<file path="src/rtl/ibex_fp_pkg.sv">
// +--------------------------------------------------------------+
// | ibex_fp_pkg: FP op encoding, latency classes, defaults r1.0  |
// +--------------------------------------------------------------+
`default_nettype none

package ibex_fp_pkg;

  typedef enum logic [5:0] {
    FPU_NOP      = 6'd0,
    FPU_ADD      = 6'd1,
    FPU_SUB      = 6'd2,
    FPU_MUL      = 6'd3,
    FPU_MADD     = 6'd4,
    FPU_MSUB     = 6'd5,
    FPU_NMADD    = 6'd6,
    FPU_NMSUB    = 6'd7,
    FPU_DIV      = 6'd8,
    FPU_SQRT     = 6'd9,
    FPU_MIN      = 6'd10,
    FPU_MAX      = 6'd11,
    FPU_SGNJ     = 6'd12,
    FPU_SGNJN    = 6'd13,
    FPU_SGNJX    = 6'd14,
    FPU_MOVE_X2F = 6'd15,
    FPU_MOVE_F2X = 6'd16,
    FPU_CMP_EQ   = 6'd17,
    FPU_CMP_LT   = 6'd18,
    FPU_CMP_LE   = 6'd19,
    FPU_FCLASS   = 6'd20,
    FPU_I2F      = 6'd21,
    FPU_I2F_U    = 6'd22,
    FPU_F2I      = 6'd23,
    FPU_F2I_U    = 6'd24
  } fpu_op_e;

  typedef enum logic [2:0] {
    LAT_SINGLE = 3'd0,
    LAT_ADD    = 3'd1,
    LAT_MUL    = 3'd2,
    LAT_FMA    = 3'd3,
    LAT_CVT    = 3'd4,
    LAT_ITER   = 3'd5,
    LAT_NONE   = 3'd6
  } fpu_lat_class_e;

  localparam int unsigned DEF_TAG_W   = 5;
  localparam int unsigned DEF_ADD_LAT = 2;
  localparam int unsigned DEF_MUL_LAT = 3;
  localparam int unsigned DEF_FMA_LAT = 4;
  localparam int unsigned DEF_CVT_LAT = 2;
  localparam int unsigned DEF_MAX_LAT = 4;

  // Unused encodings fall into LAT_NONE and behave like NOP.
  function automatic fpu_lat_class_e op_to_class(input logic [5:0] op);
    case (op)
      FPU_ADD, FPU_SUB:                                 return LAT_ADD;
      FPU_MUL:                                          return LAT_MUL;
      FPU_MADD, FPU_MSUB, FPU_NMADD, FPU_NMSUB:         return LAT_FMA;
      FPU_I2F, FPU_I2F_U, FPU_F2I, FPU_F2I_U:           return LAT_CVT;
      FPU_DIV, FPU_SQRT:                                return LAT_ITER;
      FPU_MIN, FPU_MAX, FPU_SGNJ, FPU_SGNJN, FPU_SGNJX,
      FPU_MOVE_X2F, FPU_MOVE_F2X, FPU_CMP_EQ, FPU_CMP_LT,
      FPU_CMP_LE, FPU_FCLASS:                           return LAT_SINGLE;
      default:                                          return LAT_NONE;
    endcase
  endfunction

endpackage

`default_nettype wire

</file>
<file path="src/rtl/fpu_wb_resv.sv">
// +--------------------------------------------------------------+
// | fpu_wb_resv: writeback-slot reservation shift register r1.0  |
// +--------------------------------------------------------------+
`default_nettype none

module fpu_wb_resv #(
  parameter int unsigned TAG_W   = 5,
  parameter int unsigned MAX_LAT = 4,
  parameter int unsigned LW      = $clog2(MAX_LAT + 1)
) (
  input  logic             clk_i,
  input  logic             rst_i,
  input  logic             flush_i,
  input  logic [LW-1:0]    lat_i,
  input  logic             wr_en_i,
  input  logic [TAG_W-1:0] wr_tag_i,
  output logic             free_o,
  output logic             next_valid_o,
  output logic             wb_valid_o,
  output logic [TAG_W-1:0] wb_tag_o,
  output logic             any_valid_o
);

  logic [MAX_LAT:1]            vld_q, vld_d, vld_sh;
  logic [MAX_LAT:1][TAG_W-1:0] tag_q, tag_d, tag_sh;

  for (genvar k = 1; k < MAX_LAT; k++) begin : g_shift
    assign vld_sh[k] = vld_q[k+1];
    assign tag_sh[k] = tag_q[k+1];
  end
  assign vld_sh[MAX_LAT] = 1'b0;
  assign tag_sh[MAX_LAT] = '0;

  // Slot k of the shifted view is the result due k cycles from now.
  always_comb begin
    free_o = 1'b0;
    vld_d  = vld_sh;
    tag_d  = tag_sh;
    for (int k = 1; k <= MAX_LAT; k++) begin
      if (lat_i == LW'(k)) begin
        free_o = ~vld_sh[k];
        if (wr_en_i) begin
          vld_d[k] = 1'b1;
          tag_d[k] = wr_tag_i;
        end
      end
    end
    if (flush_i) vld_d = '0;
  end

  always_ff @(posedge clk_i) begin
    if (rst_i) begin
      vld_q <= '0;
      tag_q <= '0;
    end else begin
      vld_q <= vld_d;
      tag_q <= tag_d;
    end
  end

  assign next_valid_o = vld_sh[1];
  assign wb_valid_o   = vld_q[1];
  assign wb_tag_o     = tag_q[1];
  assign any_valid_o  = |vld_q;

endmodule

`default_nettype wire

</file>
<file path="src/rtl/fpu_issue_sched.sv">
// +--------------------------------------------------------------+
// | fpu_issue_sched: FP issue scheduler, pipe vs div/sqrt, r1.0  |
// | FPU_ISSUE_PERF_EN adds issue/stall performance counters.     |
// +--------------------------------------------------------------+
`default_nettype none

module fpu_issue_sched
  import ibex_fp_pkg::*;
#(
  parameter int unsigned TAG_W   = DEF_TAG_W,
  parameter int unsigned ADD_LAT = DEF_ADD_LAT,
  parameter int unsigned MUL_LAT = DEF_MUL_LAT,
  parameter int unsigned FMA_LAT = DEF_FMA_LAT,
  parameter int unsigned CVT_LAT = DEF_CVT_LAT,
  parameter int unsigned MAX_LAT = DEF_MAX_LAT
) (
  input  logic             clk_i,
  input  logic             rst_i,
  input  logic             flush_i,
  input  logic             req_valid_i,
  output logic             req_ready_o,
  input  logic [5:0]       req_op_i,
  input  logic [TAG_W-1:0] req_tag_i,
  output logic             pipe_issue_o,
  output logic [5:0]       pipe_op_o,
  output logic             div_start_o,
  output logic             div_sqrt_o,
  input  logic             div_done_i,
  output logic             wb_valid_o,
  output logic [TAG_W-1:0] wb_tag_o,
  output logic             wb_from_div_o,
`ifdef FPU_ISSUE_PERF_EN
  output logic [31:0]      perf_issued_o,
  output logic [31:0]      perf_stall_o,
`endif
  output logic             busy_o
);

  localparam int unsigned LW = $clog2(MAX_LAT + 1);

  localparam logic [1:0] S_IDLE = 2'd0;
  localparam logic [1:0] S_BUSY = 2'd1;
  localparam logic [1:0] S_HOLD = 2'd2;
  localparam logic [1:0] S_WB   = 2'd3;

  fpu_lat_class_e   op_class;
  logic [LW-1:0]    req_lat;
  logic             is_pipe, is_div, is_nop;
  logic             slot_free, next_valid, resv_wb_valid, resv_any;
  logic [TAG_W-1:0] resv_wb_tag;
  logic             accept, pipe_acc, div_acc, blocked;
  logic             pipe_wb, div_wb;
  logic [1:0]       state_q, state_d;
  logic             discard_q, discard_d;
  logic [TAG_W-1:0] div_tag_q, div_tag_d;

  always_comb begin
    op_class = op_to_class(req_op_i);
    req_lat  = LW'(1);
    is_pipe  = 1'b0;
    is_div   = 1'b0;
    is_nop   = 1'b0;
    case (op_class)
      LAT_SINGLE: is_pipe = 1'b1;
      LAT_ADD:    begin is_pipe = 1'b1; req_lat = LW'(ADD_LAT); end
      LAT_MUL:    begin is_pipe = 1'b1; req_lat = LW'(MUL_LAT); end
      LAT_FMA:    begin is_pipe = 1'b1; req_lat = LW'(FMA_LAT); end
      LAT_CVT:    begin is_pipe = 1'b1; req_lat = LW'(CVT_LAT); end
      LAT_ITER:   is_div  = 1'b1;
      default:    is_nop  = 1'b1;
    endcase
  end

  fpu_wb_resv #(
    .TAG_W   (TAG_W),
    .MAX_LAT (MAX_LAT),
    .LW      (LW)
  ) u_resv (
    .clk_i        (clk_i),
    .rst_i        (rst_i),
    .flush_i      (flush_i),
    .lat_i        (req_lat),
    .wr_en_i      (pipe_acc),
    .wr_tag_i     (req_tag_i),
    .free_o       (slot_free),
    .next_valid_o (next_valid),
    .wb_valid_o   (resv_wb_valid),
    .wb_tag_o     (resv_wb_tag),
    .any_valid_o  (resv_any)
  );

  // A held div result blocks pipe issue so it drains within MAX_LAT cycles.
  always_comb begin
    blocked     = rst_i | flush_i;
    req_ready_o = ~blocked & (is_nop
                | (is_pipe & slot_free & (state_q != S_HOLD))
                | (is_div & ((state_q == S_IDLE) | (state_q == S_WB))));
    accept       = req_valid_i & req_ready_o;
    pipe_acc     = accept & is_pipe;
    div_acc      = accept & is_div;
    pipe_issue_o = pipe_acc;
    pipe_op_o    = pipe_acc ? req_op_i : 6'd0;
    div_start_o  = div_acc;
    div_sqrt_o   = div_acc & (req_op_i == FPU_SQRT);
  end

  always_comb begin
    state_d   = state_q;
    discard_d = discard_q;
    div_tag_d = div_tag_q;
    case (state_q)
      S_IDLE: begin
        if (div_acc) begin
          state_d   = S_BUSY;
          div_tag_d = req_tag_i;
          discard_d = 1'b0;
        end
      end
      S_BUSY: begin
        if (flush_i) begin
          if (div_done_i) begin
            state_d   = S_IDLE;
            discard_d = 1'b0;
          end else begin
            discard_d = 1'b1;
          end
        end else if (div_done_i) begin
          state_d   = discard_q ? S_IDLE : S_HOLD;
          discard_d = 1'b0;
        end
      end
      S_HOLD: begin
        if (flush_i) state_d = S_IDLE;
        else if (!next_valid) state_d = S_WB;
      end
      default: begin
        if (div_acc) begin
          state_d   = S_BUSY;
          div_tag_d = req_tag_i;
          discard_d = 1'b0;
        end else begin
          state_d = S_IDLE;
        end
      end
    endcase
  end

  always_ff @(posedge clk_i) begin
    if (rst_i) begin
      state_q   <= S_IDLE;
      discard_q <= 1'b0;
      div_tag_q <= '0;
    end else begin
      state_q   <= state_d;
      discard_q <= discard_d;
      div_tag_q <= div_tag_d;
    end
  end

  always_comb begin
    pipe_wb       = resv_wb_valid & ~blocked;
    div_wb        = (state_q == S_WB) & ~blocked;
    wb_valid_o    = pipe_wb | div_wb;
    wb_from_div_o = div_wb;
    wb_tag_o      = div_wb ? div_tag_q : (pipe_wb ? resv_wb_tag : '0);
    busy_o        = ~rst_i & (resv_any | (state_q != S_IDLE));
  end

`ifdef FPU_ISSUE_PERF_EN
  logic [31:0] perf_issued_q, perf_issued_d;
  logic [31:0] perf_stall_q, perf_stall_d;

  always_comb begin
    perf_issued_d = perf_issued_q;
    perf_stall_d  = perf_stall_q;
    if (accept && (perf_issued_q != 32'hFFFF_FFFF)) perf_issued_d = perf_issued_q + 32'd1;
    if (req_valid_i && !req_ready_o && (perf_stall_q != 32'hFFFF_FFFF))
      perf_stall_d = perf_stall_q + 32'd1;
  end

  always_ff @(posedge clk_i) begin
    if (rst_i) begin
      perf_issued_q <= '0;
      perf_stall_q  <= '0;
    end else begin
      perf_issued_q <= perf_issued_d;
      perf_stall_q  <= perf_stall_d;
    end
  end

  assign perf_issued_o = perf_issued_q;
  assign perf_stall_o  = perf_stall_q;
`endif

endmodule

`default_nettype wire

</file>
<file path="config.mk">
export PLATFORM = sky130hd
export DESIGN_NAME = fpu_issue_sched
export DESIGN_NICKNAME = d
export VERILOG_FILES = /design/src/rtl/ibex_fp_pkg.sv /design/src/rtl/fpu_wb_resv.sv /design/src/rtl/fpu_issue_sched.sv
export SDC_FILE = /design/constraint.sdc
export NUM_CORES = 1
export LEC_CHECK = 0
export ABC_AREA = 1
export BUFFER_PORTS_ARGS = -buffer_cell sky130_fd_sc_hd__buf_2
export CORE_ASPECT_RATIO = 1.75
export CORE_UTILIZATION = 35
export CTS_BUF_LIST = sky130_fd_sc_hd__clkbuf_2
export CTS_CLUSTER_DIAMETER = 200
export DETAILED_ROUTE_END_ITERATION = 7
export GPL_TIMING_DRIVEN = 1
export SLEW_MARGIN = 25
export SYNTH_ARGS = -nofsm -noshare
export SYNTH_HDL_FRONTEND = slang
export SYNTH_SLANG_ARGS = --single-unit
</file>
<file path="constraint.sdc">
create_clock -name clk_i -period 2.3 [get_ports clk_i]
set_clock_uncertainty 0.1 [all_clocks]
set_input_delay 0.115 -clock clk_i [delete_from_list [all_inputs] [get_ports clk_i]]
set_output_delay 0.115 -clock clk_i [all_outputs]
set_load 0.05 [all_outputs]
</file>
==> After elaboration in Yosys (flattened, before gate mapping) <==
Memories as Yosys holds them, arrays and structs flattened.
Index checks and enable logic that the tools add are counted.
{ "op_classes": {"eq_ne": 18, "muxes": 39, "n_bitwise": 26, "reduce_logical": 15} }
{ "ops": {"columns": ["operator", "count"], "rows": [
  ["2-to-1 mux 5 bit", 8],
  ["2-to-1 mux 1 bit", 19],
  ["2-to-1 mux 2 bit", 7],
  ["equality test 3 x 2 -> 1 bit, second input constant", 4],
  ["bitwise AND 1 bit", 11],
  ["equality test 3 bit, second input constant", 3],
  ["inverter 1 bit", 9],
  ["case mux 3 bit (3 select lines)", 1],
  ["equality test 3 x 1 -> 1 bit, second input constant", 2],
  ["equality test 6 x 4 -> 1 bit, second input constant", 1],
  ["2-to-1 mux 6 bit", 1],
  ["inequality test 2 bit, second input constant", 3],
  ["inequality test 3 bit, second input constant", 2],
  ["bitwise OR 1 bit", 6],
  ["case mux 2 bit (3 select lines)", 1],
  ["AND reduction 3 bit", 2],
  ["OR reduction 2 bit", 3],
  ["OR reduction 3 bit", 2],
  ["OR reduction 6 bit", 1],
  ["OR reduction 5 bit", 1],
  ["equality test 2 bit, second input constant", 2],
  ["nonzero test 2 bit", 2],
  ["OR reduction 4 bit", 1],
  ["zero test 3 bit", 1],
  ["other kinds (5)", 5]
]} }
{ "totals": {"register_bits": 32, "romBits": 96, "word_cells": 108, "mem_count": 1} }
{ "mem_list": {"columns": ["memory", "words", "width", "rd", "rd_ports_with_merged_regs", "write_ports", "line_no", "source"], "rows": [
  ["(no name shown)", 32, 3, 1, 0, 0, "ibex_fp_pkg.sv:55", "case (op)"]
]} }

==> Logic depth before layout (Yosys ltp) <==
An unclocked memory read counts as a cell.
{ "depth": {"word_depth": 19, "depth_mapped": 20} }

==> By module <==
Synthesis repeated with hierarchy kept, for this count alone.
{ "unflattened": {"cells_unflattened": 298, "hier_area_um2": 1933.1} }
{ "modules_own_cells": {"columns": ["mod", "instances", "cells_per_inst", "area_per_inst_um2", "seq_area_each_um2"], "rows": [
  ["fpu_wb_resv", 1, 159, 1074.8, 480.5],
  ["fpu_issue_sched", 1, 139, 858.3, 160.2]
]} }

==> Worst setup path after synthesis <==
No wires, ideal clock.
{ "synth_path": {"path_kind": "input -> output", "start": "input port rst_i", "end": "output port wb_tag_o[0]", "arrival_ps": 2817, "required_time_ps": 2085, "path_slack_ps": -732, "cell_stages": 6, "cell_sequence": "clkbuf_1 > nor2_1 > inv_1 > nor2_1 > inv_1 > o21ai_0"} }
{ "synth_via": {"elab_cells_between_ends": 6, "classes_between": "2 x mux; 4 x bitwise"} }
{ "synth_lines": {"columns": ["item", "line_no", "source"], "rows": [
  ["start: declaration", "fpu_issue_sched.sv:18", "input logic rst_i,"],
  ["bitwise OR 1 bit", "fpu_issue_sched.sv:94", "blocked = rst_i | flush_i;"],
  ["inverter 1 bit", "fpu_issue_sched.sv:162", "div_wb = (state_q == S_WB) & ~blocked;"],
  ["bitwise AND 1 bit", "fpu_issue_sched.sv:162", null],
  ["named net wb_from_div_o", "fpu_issue_sched.sv:31", "output logic wb_from_div_o,"],
  ["2-to-1 mux 5 bit", "fpu_issue_sched.sv:165", "wb_tag_o = div_wb ? div_tag_q : (pipe_wb ? resv_wb_tag : '0);"],
  ["end: declaration", "fpu_issue_sched.sv:30", "output logic [TAG_W-1:0] wb_tag_o,"]
]} }
The timed path passes the listed nets, and every way through them passes these cells.

==> Final worst setup path <==
{ "layout_path": {"start": "input port req_op_i[0]", "end": "output port pipe_op_o[1]"} }
{ "layout_via": {"elab_chain_cells": 18, "elab_cells_between_ends": 32, "classes_between": "9 x eq/ne; 10 x mux; 8 x bitwise; 4 x reduce/logical; 1 x memory"} }
{ "layout_lines": {"columns": ["item", "line_no", "source"], "rows": [
  ["start: declaration", "fpu_issue_sched.sv:22", "input logic [5:0] req_op_i,"],
  ["memory (32 x 3 bit) (*)", null, null],
  ["2-to-1 mux 3 bit (*)", "ibex_fp_pkg.sv:55", null],
  ["equality test 3 bit / equality test 3 x 1 -> 1 bit (equally long branches)", "fpu_issue_sched.sv:63", "case (op_class)"],
  ["OR reduction 2 bit (no source line)", null, null],
  ["case mux 3 bit (3 select lines)", "fpu_issue_sched.sv:63", null],
  ["equality test 3 x 1 -> 1 bit", "fpu_wb_resv.sv:40", "if (lat_i == LW'(k)) begin"],
  ["2-to-1 mux 1 bit (4 in a row)", "fpu_wb_resv.sv:40", null],
  ["bitwise AND 1 bit (2 in a row)", "fpu_issue_sched.sv:96", "| (is_pipe & slot_free & (state_q != S_HOLD))"],
  ["bitwise OR 1 bit", "fpu_issue_sched.sv:96", null],
  ["bitwise OR 1 bit", "fpu_issue_sched.sv:97", "| (is_div & ((state_q == S_IDLE) | (state_q == S_WB))));"],
  ["bitwise AND 1 bit", "fpu_issue_sched.sv:95", "req_ready_o = ~blocked & (is_nop"],
  ["bitwise AND 1 bit", "fpu_issue_sched.sv:98", "accept = req_valid_i & req_ready_o;"],
  ["bitwise AND 1 bit (*)", "fpu_issue_sched.sv:99", "pipe_acc = accept & is_pipe;"],
  ["2-to-1 mux 6 bit (*)", "fpu_issue_sched.sv:102", "pipe_op_o = pipe_acc ? req_op_i : 6'd0;"],
  ["end: declaration", "fpu_issue_sched.sv:25", "output logic [5:0] pipe_op_o,"]
]} }
Every way passes the cells marked *; elsewhere a longest branch is shown, timed or not.

==> flow_metrics.tcl <==
set metrics [dict create \
    status "finished, final reports clean" \
    wl_met1_mm 1.62 \
    clk_path_buf_depth 2 \
    grt_max_degree 19 \
    start_kind "input pin" \
    finalSetupViolations 0 \
    insertion_delay_ps 360 \
    drive_gt1_share_pct 30.9 \
    grt_overflow 0 \
    synth_top_cell_by_area "dfxtp_1" \
    fin_crit_ps 2240 \
    drv_cap 0 \
    crit_path_end_kind "output pin" \
    core-area_um2 4710 \
    yosys_register_bits 32 \
    yosysSeqAreaShare_pct 37.4 \
    drc 0 \
    met3_length_um 109 \
    fmax_ghz 0.447 \
    dp.cells 338 \
    synthCells 247 \
    vias 1724 \
    hold_violations 0 \
    drv_slew 0 \
    gp_congestion 0.848 \
    antenna_left 0 \
    top_layer_used "met4" \
    clock-sinks 32 \
    nNetsFinal 327 \
    timing.final.crit_share_pct 97.4 \
    p_leak_nw 1.10 \
    holdPathStages 5 \
    start_util_pct 36.4 \
    final_cell_mix "inv_1 (40), dfxtp_1 (32), nand2_1 (31)" \
    root_buffer "clkbuf_2" \
    cts_buffers 5 \
    areaGrowthSynthToFinish_pct 34.4 \
    synth_top_cell_area_share_pct 37.4 \
    rsz0062_at_grt "true" \
    synth-adder-area-share_pct 5.12 \
    htree_levels 2 \
    synth.area.top_cells "dfxtp_1 (37%), inv_1 (9.2%), nand2_1 (7.5%)" \
    dieArea_um2 5190 \
    path_class "input pin to output pin" \
    drt_first_pass_iters 5 \
    crit_fanout 7 \
    r2r_cells 11 \
    holdWs_ps 45.7 \
    wl_per_cell_um 12.5 \
    drt_iter0_drc 36 \
    crit_arrival_ps 2020 \
    diodes 0 \
    fp.dieW_um 54.9 \
    dp_slack_ps -41.1 \
    via_per_inst 4.84 \
    grt_usage_pct 18.4 \
    synth_top_family_by_area "simple AND/OR/NAND/NOR gates" \
    fp-row-count 33 \
    synthesis.yosys.warnings 0 \
    grt_pass1_wl_mm 6.83 \
    synth_compound_area_share_pct 14.8 \
    peakVddDrop_mv 0.362 \
    dr_wl_met2_mm 2.65 \
    io_buffer_count 32 \
    cp.required_ps 2090 \
    cts_tree "done" \
    powerDensity_nw_per_um2 468 \
    synth_nets 270 \
    path_clk_slew_ps 140 \
    hp-class "input pin to flip-flop" \
    synth-simple-area-share_pct 29.9 \
    hpwl_mm 3.36 \
    synth_xor_xnor_area_share_pct 0 \
    stdcell_count 356 \
    fill_cells 490 \
    fin_ws_ps 60.8 \
    grt_pass1_vias 1609 \
    die_h_um 94.5 \
    synth_area_um2 1710 \
    avgSynthCellArea_um2 6.93 \
    r2r_setup_slack_ps 230 \
    antenna_found_initial 0 \
    ys_types 28 \
    final_common_cell "inv_1" \
    routed_wl_mm 4.45 \
    ios 34 \
    synth.area.mux_share_pct 0 \
]
[Yosys cell counts]
master     n
nand2_2    5
nand2_1   34
o21a_1     1
or2_2      1
dfxtp_1   32
a21oi_1   22
nor2_2     3
o21ai_0   14
nand2_4    2
buf_6      2
o21ai_2    1
o211ai_1   1
clkbuf_1   1
nand4_4    1
conb_1     1
inv_2      5
nand3_1   21
nor3_1     2
nand4_2    1
buf_2      1
nand4_1    1
nor2_1    34
o41ai_1    1
o21ai_1    8
ha_1       7
nor2_4     2
buf_4      1
inv_1     42
[metrics by stage]
step	total power, mW	cell area, um2	TNS, ps	utilization, %
floorplan	0.741	1750	-221	-
global placement	0.812	2040	-33.3	43.3
detailed placement	0.814	2040	-201	43.3
CTS	1.06	2150	0	45.6
global route	1.15	2300	-652	48.9
finish	1.08	2300	0	48.9
[metal layers]
metal / track usage, % / vias to the layer above
li1: - / 889
met1: 16.7 / 792
met2: 36.3 / 34
met3: 2.90 / 9
met4: 7.91 / 0
met5: 0 / -
[what timing repair did]
action	in CTS	in global routing
hold buffers	7	0
hold endpoints to repair	25	0
endpoints found under the setup margin	3	8
gates resized for setup	3	39
buffers inserted	0	4
pin swaps	0	10
[kinds of logic (layout without fill, tap and decap cells)]
| group | Yosys count | in the layout |
|---|---|---|
| adder cells (fa/ha/maj) | 7 | 7 |
| buffers and inverters | 52 | 109 |
| other | 1 | 1 |
| AND/OR/NAND/NOR | 107 | 107 |
| AO/OA/AOI/OAI | 48 | 48 |
| flip-flops | 32 | 32 |
[worst max-delay path, stage by stage]
cell and delay, ps:
buf_8 80, inv_4 40, ha_4 260, nand2_2 40
nand2_2 60, nand2_2 70, nor2_4 160, nand2_2 90
nand2_2 90, nand3_2 70, nand2_1 60, nand2_1 50
nand2_1 70, nand2_2 90, nand2_4 110, nand4_4 190
nor2_2 180, buf_6 180
[cell type report]
type	count	area [um2]	share of cell area, %
Sequential cell	32	641	27.9
Clock buffer	5	25.0	1.09
Tap cell	52	65.1	2.83
Clock inverter	2	7.51	0.326
Inverter	47	184	8.00
Timing Repair Buffer	55	433	18.8
Multi-Input combinational cell	163	945	41.1
[flip-flops by register name (all words and copies together) (netlist names)]
name,flops
u_resv.vld_q,4
discard_q,1
u_resv.tag_q,15
u_resv.wb_tag_o,5
state_q,2
div_tag_q,5
[power by group]
| group | leakage, nW | internal, mW | total [mW] | switching, mW |
|---|---|---|---|---|
| Combinational | 0.814 | 0.102 | 0.268 | 0.165 |
| Clock | 0.0239 | 0.0626 | 0.238 | 0.176 |
| Sequential | 0.258 | 0.564 | 0.570 | 0.00601 |
[path summary, 6_finish.rpt]
path / startpoint / endpoint
worst min register to register: u_resv.tag_q[18] / u_resv.tag_q[13]
worst min-delay path: div_done_i / discard_q
worst max register to register: state_q[0] / u_resv.tag_q[7]
worst max-delay path: req_op_i[0] / pipe_op_o[1]
Power figures use the tool's default switching activity.
